`src/rtl/ip_filter_cam_arb.sv`:
```
`default_nettype none
// ============================================================================
// Module   : ip_filter_cam_arb
// Purpose  : Round-robin sharing of a single-lookup IP-protocol filter CAM
//            between NUM_REQ parser lanes, with per-lane response slots,
//            a configuration lockout handshake and saturating statistics.
// Revision : 1.0 - initial release
// ============================================================================
module ip_filter_cam_arb #(
  parameter int NUM_REQ    = 4,
  parameter int PROTOCOL_W = 8,
  parameter int DST_ID_W   = 1,
  parameter int CNT_W      = 32
) (
  input  logic                           clk,
  input  logic                           rst_n,
  input  logic [NUM_REQ-1:0]             req_val,
  input  logic [NUM_REQ*PROTOCOL_W-1:0]  req_tag,
  output logic [NUM_REQ-1:0]             req_rdy,
  output logic [NUM_REQ-1:0]             resp_val,
  output logic [NUM_REQ*DST_ID_W-1:0]    resp_data,
  output logic [NUM_REQ-1:0]             resp_hit,
  input  logic [NUM_REQ-1:0]             resp_rdy,
  output logic                           cam_rd_val,
  output logic [PROTOCOL_W-1:0]          cam_rd_tag,
  input  logic [DST_ID_W-1:0]            cam_rd_data,
  input  logic                           cam_rd_hit,
  input  logic                           cfg_req,
  output logic                           cfg_gnt,
  output logic [CNT_W-1:0]               stat_lookups,
  output logic [CNT_W-1:0]               stat_misses
);

  localparam int PTR_W = (NUM_REQ > 1) ? $clog2(NUM_REQ) : 1;

  typedef enum logic [0:0] {
    ST_ARB = 1'b0,
    ST_CFG = 1'b1
  } state_t;

  state_t                       r_state;
  logic                         r_cfg_gnt;
  logic [PTR_W-1:0]             r_rr_ptr;
  logic [NUM_REQ-1:0]           r_resp_val;
  logic [NUM_REQ-1:0]           r_resp_hit;
  logic [NUM_REQ*DST_ID_W-1:0]  r_resp_data;
  logic [CNT_W-1:0]             r_lookups;
  logic [CNT_W-1:0]             r_misses;

  logic                         w_arb_en;
  logic [NUM_REQ-1:0]           w_elig;
  logic [NUM_REQ-1:0]           w_gnt_oh;
  logic                         w_gnt_any;
  logic [PTR_W-1:0]             w_gnt_idx;
  logic [PTR_W-1:0]             w_rr_next;
  logic [PROTOCOL_W-1:0]        w_tag;

  // Grants only while out of reset, in ARB, and with no pending cfg request.
  assign w_arb_en = rst_n && (r_state == ST_ARB) && !cfg_req;

  // A lane may be served if its slot is empty or is being drained this cycle.
  assign w_elig = req_val & (~r_resp_val | resp_rdy);

  // Round-robin scan starting at r_rr_ptr; first eligible lane wins.
  always_comb begin
    w_gnt_oh  = '0;
    w_gnt_any = 1'b0;
    w_gnt_idx = '0;
    for (int k = 0; k < NUM_REQ; k++) begin
      logic [PTR_W:0] idx;
      idx = {1'b0, r_rr_ptr} + (PTR_W+1)'(k);
      if (idx >= (PTR_W+1)'(NUM_REQ)) begin
        idx = idx - (PTR_W+1)'(NUM_REQ);
      end
      if (w_arb_en && !w_gnt_any && w_elig[idx[PTR_W-1:0]]) begin
        w_gnt_any                 = 1'b1;
        w_gnt_idx                 = idx[PTR_W-1:0];
        w_gnt_oh[idx[PTR_W-1:0]]  = 1'b1;
      end
    end
  end

  // Pointer advance wraps explicitly so NUM_REQ need not be a power of two.
  assign w_rr_next = (w_gnt_idx == PTR_W'(NUM_REQ-1)) ? '0 : (w_gnt_idx + 1'b1);

  // Tag mux driven by the one-hot grant; idle CAM bus reads zero.
  always_comb begin
    w_tag = '0;
    for (int i = 0; i < NUM_REQ; i++) begin
      if (w_gnt_oh[i]) begin
        w_tag = req_tag[i*PROTOCOL_W +: PROTOCOL_W];
      end
    end
  end

  assign req_rdy    = w_gnt_oh;
  assign cam_rd_val = w_gnt_any;
  assign cam_rd_tag = w_tag;

  // Arbiter/config FSM with registered grant output and round-robin pointer.
  always_ff @(posedge clk or negedge rst_n) begin
    if (!rst_n) begin
      r_state   <= ST_ARB;
      r_cfg_gnt <= 1'b0;
      r_rr_ptr  <= '0;
    end else begin
      case (r_state)
        ST_ARB: begin
          if (cfg_req) begin
            r_state   <= ST_CFG;
            r_cfg_gnt <= 1'b1;
          end else if (w_gnt_any) begin
            r_rr_ptr  <= w_rr_next;
          end
        end
        ST_CFG: begin
          if (!cfg_req) begin
            r_state   <= ST_ARB;
            r_cfg_gnt <= 1'b0;
          end
        end
        default: begin
          r_state   <= ST_ARB;
          r_cfg_gnt <= 1'b0;
        end
      endcase
    end
  end

  assign cfg_gnt = r_cfg_gnt;

  generate
    for (genvar g = 0; g < NUM_REQ; g++) begin : g_slot
      // Per-lane response slot: refill beats drain, drain clears the slot.
      always_ff @(posedge clk or negedge rst_n) begin
        if (!rst_n) begin
          r_resp_val[g]                          <= 1'b0;
          r_resp_hit[g]                          <= 1'b0;
          r_resp_data[g*DST_ID_W +: DST_ID_W]    <= '0;
        end else if (w_gnt_oh[g]) begin
          r_resp_val[g]                          <= 1'b1;
          r_resp_hit[g]                          <= cam_rd_hit;
          r_resp_data[g*DST_ID_W +: DST_ID_W]    <= cam_rd_data;
        end else if (r_resp_val[g] && resp_rdy[g]) begin
          r_resp_val[g]                          <= 1'b0;
          r_resp_hit[g]                          <= 1'b0;
          r_resp_data[g*DST_ID_W +: DST_ID_W]    <= '0;
        end
      end
    end
  endgenerate

  assign resp_val  = r_resp_val;
  assign resp_hit  = r_resp_hit;
  assign resp_data = r_resp_data;

  // Saturating lookup and miss counters.
  always_ff @(posedge clk or negedge rst_n) begin
    if (!rst_n) begin
      r_lookups <= '0;
      r_misses  <= '0;
    end else if (w_gnt_any) begin
      if (r_lookups != {CNT_W{1'b1}}) begin
        r_lookups <= r_lookups + 1'b1;
      end
      if (!cam_rd_hit && (r_misses != {CNT_W{1'b1}})) begin
        r_misses <= r_misses + 1'b1;
      end
    end
  end

  assign stat_lookups = r_lookups;
  assign stat_misses  = r_misses;

endmodule
`default_nettype wire

```
`config.mk`:
```
export PLATFORM = sky130hd
export DESIGN_NAME = ip_filter_cam_arb
export DESIGN_NICKNAME = d
export VERILOG_FILES = /design/src/rtl/ip_filter_cam_arb.sv
export SDC_FILE = /design/constraint.sdc
export NUM_CORES = 1
export LEC_CHECK = 0
export BUFFER_PORTS_ARGS = -buffer_cell sky130_fd_sc_hd__buf_4
export CELL_PAD_IN_SITES_DETAIL_PLACEMENT = 1
export CELL_PAD_IN_SITES_GLOBAL_PLACEMENT = 1
export CORE_MARGIN = 3
export CORE_UTILIZATION = 40
export CTS_BUF_LIST = sky130_fd_sc_hd__clkbuf_2
export DETAILED_ROUTE_END_ITERATION = 10
export GPL_TIMING_DRIVEN = 0
export PLACE_DENSITY = 0.84
export SLEW_MARGIN = 20
export SYNTH_ARGS = -nofsm -noshare
export SYNTH_HDL_FRONTEND = slang
export SYNTH_SLANG_ARGS = --single-unit
```
`constraint.sdc`:
```
create_clock -name clk -period 5.3 [get_ports clk]
set_input_delay 1.59 -clock clk [delete_from_list [all_inputs] [get_ports clk]]
set_output_delay 1.59 -clock clk [all_outputs]
set_load 0.05 [all_outputs]
```
After elaboration in Yosys (flattened, before gate mapping)
Index checks and enable logic that the tools add are counted.
Widths: inputs -> output; s select.
- add/subtract/negate cells: 10
- multiply operators: 0
- div/mod/pow operators: 0
- $lt $le $gt $ge: 12
- eq/ne operators: 5
- shifts and indexed selects: 0
- mux-type cells: 57
- bitwise logic cells: 8
- reductions and logical operators: 31
- operator list (cell ; number):
    $add 32x1->32 const B ; 2
    $ne 32x32->1 const B ; 2
    $mux 8 ; 4
    $mux 1 ; 31
    $logic_and 1x1->1 ; 18
    $mux 2 ; 9
    $mux 4 ; 4
    $or 4x4->4 ; 4
    $lt 2x3->1 const B ; 4
    $ge 3x3->1 const B ; 3
    $bmux 1 s2 ; 4
    $demux 1 s2 ; 4
    $ge 2x1->1 const B ; 4
    $reduce_bool 2->1 ; 4
    $sub 2x1->2 const B ; 4
    $add 2x2->3 const B ; 2
    $reduce_and 2->1 ; 3
    $logic_not 1->1 ; 5
    $and 4x4->4 ; 1
    $ne 2x2->1 const B ; 2
    $not 4->4 ; 1
    $add 2x1->3 const B ; 1
    $ge 2x3->1 const B ; 1
    $reduce_and 3->1 ; 1
    4 further kinds ; 5
- register bits: 80
- bits in latches: 0
- memory bits (writable): 0
- ROM bits: 0
- input port bits: 45
- logic and storage cells: 140
- memories kept: 0

Longest topological paths before layout
- depth after elaboration: 23
- gate-level depth with buffers: 12

Least setup slack after synthesis
Ideal clock, no wire load.
- path kind: input -> output
- from: input resp_rdy[0]
- to: output cam_rd_tag[2]
- data arrival time: 4446 ps
- data required time: 3710 ps
- path slack: -736 ps
- stages: 9
- path buffers: 1
- cell sequence: nand2b_4 a211o_1 mux4_2 or3_4 and3_4 buf_6 inv_2 nand2_1 a31oi_1
- elaborated cells on any way between the ends: 34
- RTL lines (item ; RTL line ; source):
    start: declaration ; 23 ; input logic [NUM_REQ-1:0] resp_rdy,
    $or 4x4->4 * ; 62 ; assign w_elig = req_val & (~r_resp_val | resp_rdy);
    $and 4x4->4 * ; 62 ;
    $bmux 1 s2 ; 75 ; if (w_arb_en && !w_gnt_any && w_elig[idx[PTR_W-1:0]]) begin
    $mux 1 (not written as such) ; 75 ;
    $logic_and 1x1->1 ; 75 ;
    $mux 1 ; 75 ;
    $logic_not 1->1 ; 75 ;
    $logic_and 1x1->1 (2 in a row) ; 75 ;
    $mux 1 ; 75 ;
    $logic_not 1->1 ; 75 ;
    $logic_and 1x1->1 (2 in a row) ; 75 ;
    $mux 1 ; 75 ;
    $logic_not 1->1 ; 75 ;
    $logic_and 1x1->1 (2 in a row) ; 75 ;
    $mux 4 * ; 75 ;
    via req_rdy[1] ; 19 ; output logic [NUM_REQ-1:0] req_rdy,
    $mux 8 * (3 in a row) ; 90 ; if (w_gnt_oh[i]) begin
    end: declaration ; 25 ; output logic [PROTOCOL_W-1:0] cam_rd_tag,
Mark *: on every way through the listed nets, which the timed path passes. The rest lies on a longest branch. The select of a mux whose other input is x is not followed.

Worst setup path in the final report
- from: input resp_rdy[0]
- to: output cam_rd_tag[1]
- word-level cells in the longest chain between the ends: 22
- elaborated cells on any way between the ends: 34
- ends and longest elaborated chain (item ; RTL line):
    $or 4x4->4 * ; 62
    $and 4x4->4 * ; 62
    $bmux 1 s2 ; 75
    $mux 1 (not written as such) ; 75
    $logic_and 1x1->1 ; 75
    $mux 1 ; 75
    $logic_not 1->1 ; 75
    $logic_and 1x1->1 (2 in a row) ; 75
    $mux 1 ; 75
    $logic_not 1->1 ; 75
    $logic_and 1x1->1 (2 in a row) ; 75
    $mux 1 ; 75
    $logic_not 1->1 ; 75
    $logic_and 1x1->1 (2 in a row) ; 75
    $mux 4 * ; 75
    $mux 8 (3 in a row) ; 90
    $mux 8 * ; 90
Every way passes the cells marked *; elsewhere a longest branch is shown, timed or not. The select of a mux whose other input is x is not followed.

==> impl_metrics.ini <==
[clocking]
cts.sinks = 80
clock-root-buffer = clkbuf_2
clock_latency_ns = 0.51
cts_hold_buf = 0
cts.path.max_buffers = 2
clk_pin_slew_worst_paths_ns = 0.19
h-tree-depth = 3
cts_made_buffers = 9
cts_tree = done

[floorplan]
die_y_microns = 113
initial_core_util_pct = 41.3
rows = 38
die_w_microns = 113
pin_count = 135
dieArea_sq_um = 12700
core_sq_um = 11000

[global_routing]
grt_pass1_wl_microns = 23300
grt_pass1_vias = 4599
grt_max_degree = 42
antenna_found_initial = 0
grt.total_usage_pct = 22.6
grt.overflow.total = 0

[timing]
clock_skew_ns = 0.0404
worst_slack_ns = -0.217
whs_ns = 0.512
hold_viol = 0
worst_pin_slew_ns = 0.769
slew_violations = 0
rsz0062_at_grt = true
period_needed_ns = 5.52
max_freq_mhz = 181
timing.final.crit_share_pct = 104
final.setup.tns_ns = -1.56
setup_viol = 8
max-slew-margin-rel_pct = 48.5

[drt]
routed_via_density = 5.45
remaining_drc_errors = 0
wirelength_microns = 14700
avgRoutedWirePerCell_microns = 18.4
ant_nets = 0
dr.first_iter.drc_count = 148
vias = 4357
dr.pass1.iters = 4

[synth]
yosysTopAreaCell = dfrtp_1
synth_edf_count = 0
synthMuxAreaShare_pct = 1.63
synth_xor_xnor_area_share_pct = 12.0
synth_nets = 532
yosysUniqueCellTypes = 58
synthArstFlopShare_pct = 100
synth_simple_gate_area_share_pct = 23.7
synth-seq-cells = 80
synth-compound-area-share_pct = 12.1
synthCells = 478
ys_top_cells_by_count = dfrtp_1 (80), nand2_1 (65), xnor2_1 (48)
synth_warnings = 0
synth_top_area_share_pct = 44.1
yosysMostFrequentCell = dfrtp_1
yosys.area_share.adder_pct = 2.70
synthTopCellsByArea = dfrtp_1 (44%), xnor2_1 (9.3%), nand2_1 (5.4%)
synthFlopType = dfrtp_1
synth_top_family_by_area = simple AND/OR/NAND/NOR gates
avgSynthCellArea_sq_um = 9.50
seq_area_frac_synth_pct = 44.1
synth_area_sq_um = 4540

[setup_path]
cp-end-kind = output pin
worstSetupPathType = in -> out
required_ns = 3.71
crit_fanout = 6
arrival_ns = 3.93
startpoint_type = input pin

[final_layout]
nets = 710
fill_cells = 1256
fin_cells = 799
syn_to_final_growth_pct = 44.1
drive_gt1_share_pct = 38.4
antenna_cells = 0

[power]
power.density_nw_per_um2 = 346
finalPower_mw = 2.26
ir_worst_vdd_mv = 0.250
p_leak_nw = 3.12

[placement]
hpwl_microns = 10200
dp.cells = 752
io_buffers = 134
gp_congestion = 0.844

[run_status]
violations = setup timing
status = complete, but fails checks

[min_path]
hp-class = reg -> reg

[run]
cap_violations = 0
[per-stage QoR]
stage	area (sq um)	utilization [%]	setup WS, ns
2_1_floorplan	4740	-	-0.0729
3_3_place_gp	5920	53.9	-1.02
3_5_place_dp	5920	53.9	-1.08
4_1_cts	6340	57.7	-0.246
5_1_grt	6540	59.6	-0.349
6_report	6540	59.6	-0.217
[worst paths after layout]
kind | cells past startpoint | startpoint | to | slack, ns
setup reg to reg | 12 | r_rr_ptr[1]$_DFFE_PN0P_ | resp_data[1]$_DFFE_PN0P_ | 2.16
max in group asynchronous | 1 | rst_n | cfg_gnt$_DFFE_PN0P_ | 4.07
hold reg to reg | 1 | stat_misses[7]$_DFFE_PN0P_ | stat_misses[7]$_DFFE_PN0P_ | 0.51
min in group asynchronous | 1 | rst_n | resp_data[0]$_DFFE_PN0P_ | 0.90
setup / recovery | 10 | resp_rdy[0] | cam_rd_tag[1] | -0.22
hold / removal | 1 | stat_misses[7]$_DFFE_PN0P_ | stat_misses[7]$_DFFE_PN0P_ | 0.51
[layout make-up]
type,instances,area (sq um),area share [%]
buffer,7,50.0,0.765
clock inverter,2,8.76,0.134
sequential,80,2000,30.6
inverter,31,136,2.08
multi-input combinational,357,2740,41.8
clock buffer,12,60.1,0.918
tap,140,175,2.68
timing repair buffer,170,1370,20.9
[flip-flops by register name, summed over array words and instances (netlist names)]
register      count
resp_val          4
r_rr_ptr          2
resp_data         4
resp_hit          4
stat_misses      32
r_state           1
stat_lookups     32
cfg_gnt           1
[layout by cell type (no fill, tap or decap), types with 14 or more instances in the layout]
master / Yosys / final
inv_1: 30 / 27
nand3_1: 34 / 33
xnor2_1: 48 / 48
dfrtp_1: 80 / 78
buf_4: 0 / 157
nor2_1: 32 / 30
nand4_1: 23 / 23
nand2_1: 65 / 61
xor2_1: 14 / 14
[what timing repair did]
action	4_1_cts	5_1_grt
setup endpoints to repair	12	11
pin swaps	13	8
cloned	1	0
buffers inserted	17	20
resized for setup	44	24
[critical path, cell delays in order]
cell,delay (ns)
buf_8,0.10
nand2b_4,0.14
a211o_1,0.29
mux4_2,0.56
or3_4,0.43
and3_4,0.27
buf_8,0.15
a31oi_4,0.15
a221oi_4,0.08
buf_6,0.16
[per-layer routing]
metal  track usage (%)  share of wire, %  wire (microns)
met1              27.2                41            6020
met2              40.5                54            7920
met3              4.53               4.2             619
met4              6.73               1.1             166
met5                 0                 0               0
[power by group]
group          leakage [nW]  switching [mW]  internal, mW
clock                0.0553           0.197        0.0608
combinational          1.98           0.762         0.478
sequential             1.08          0.0830         0.680
total                  3.12            1.04          1.22
[logic make-up (layout without fill, tap and decap cells)]
| kind of cell | Yosys count | in the layout |
|---|---|---|
| compound gates | 68 | 68 |
| flops | 80 | 80 |
| buf+inv | 41 | 222 |
| fa+ha+maj | 10 | 10 |
| simple gates | 211 | 211 |
| mux | 6 | 6 |
| xor+xnor | 62 | 62 |
(Power assumes the default switching activity.)
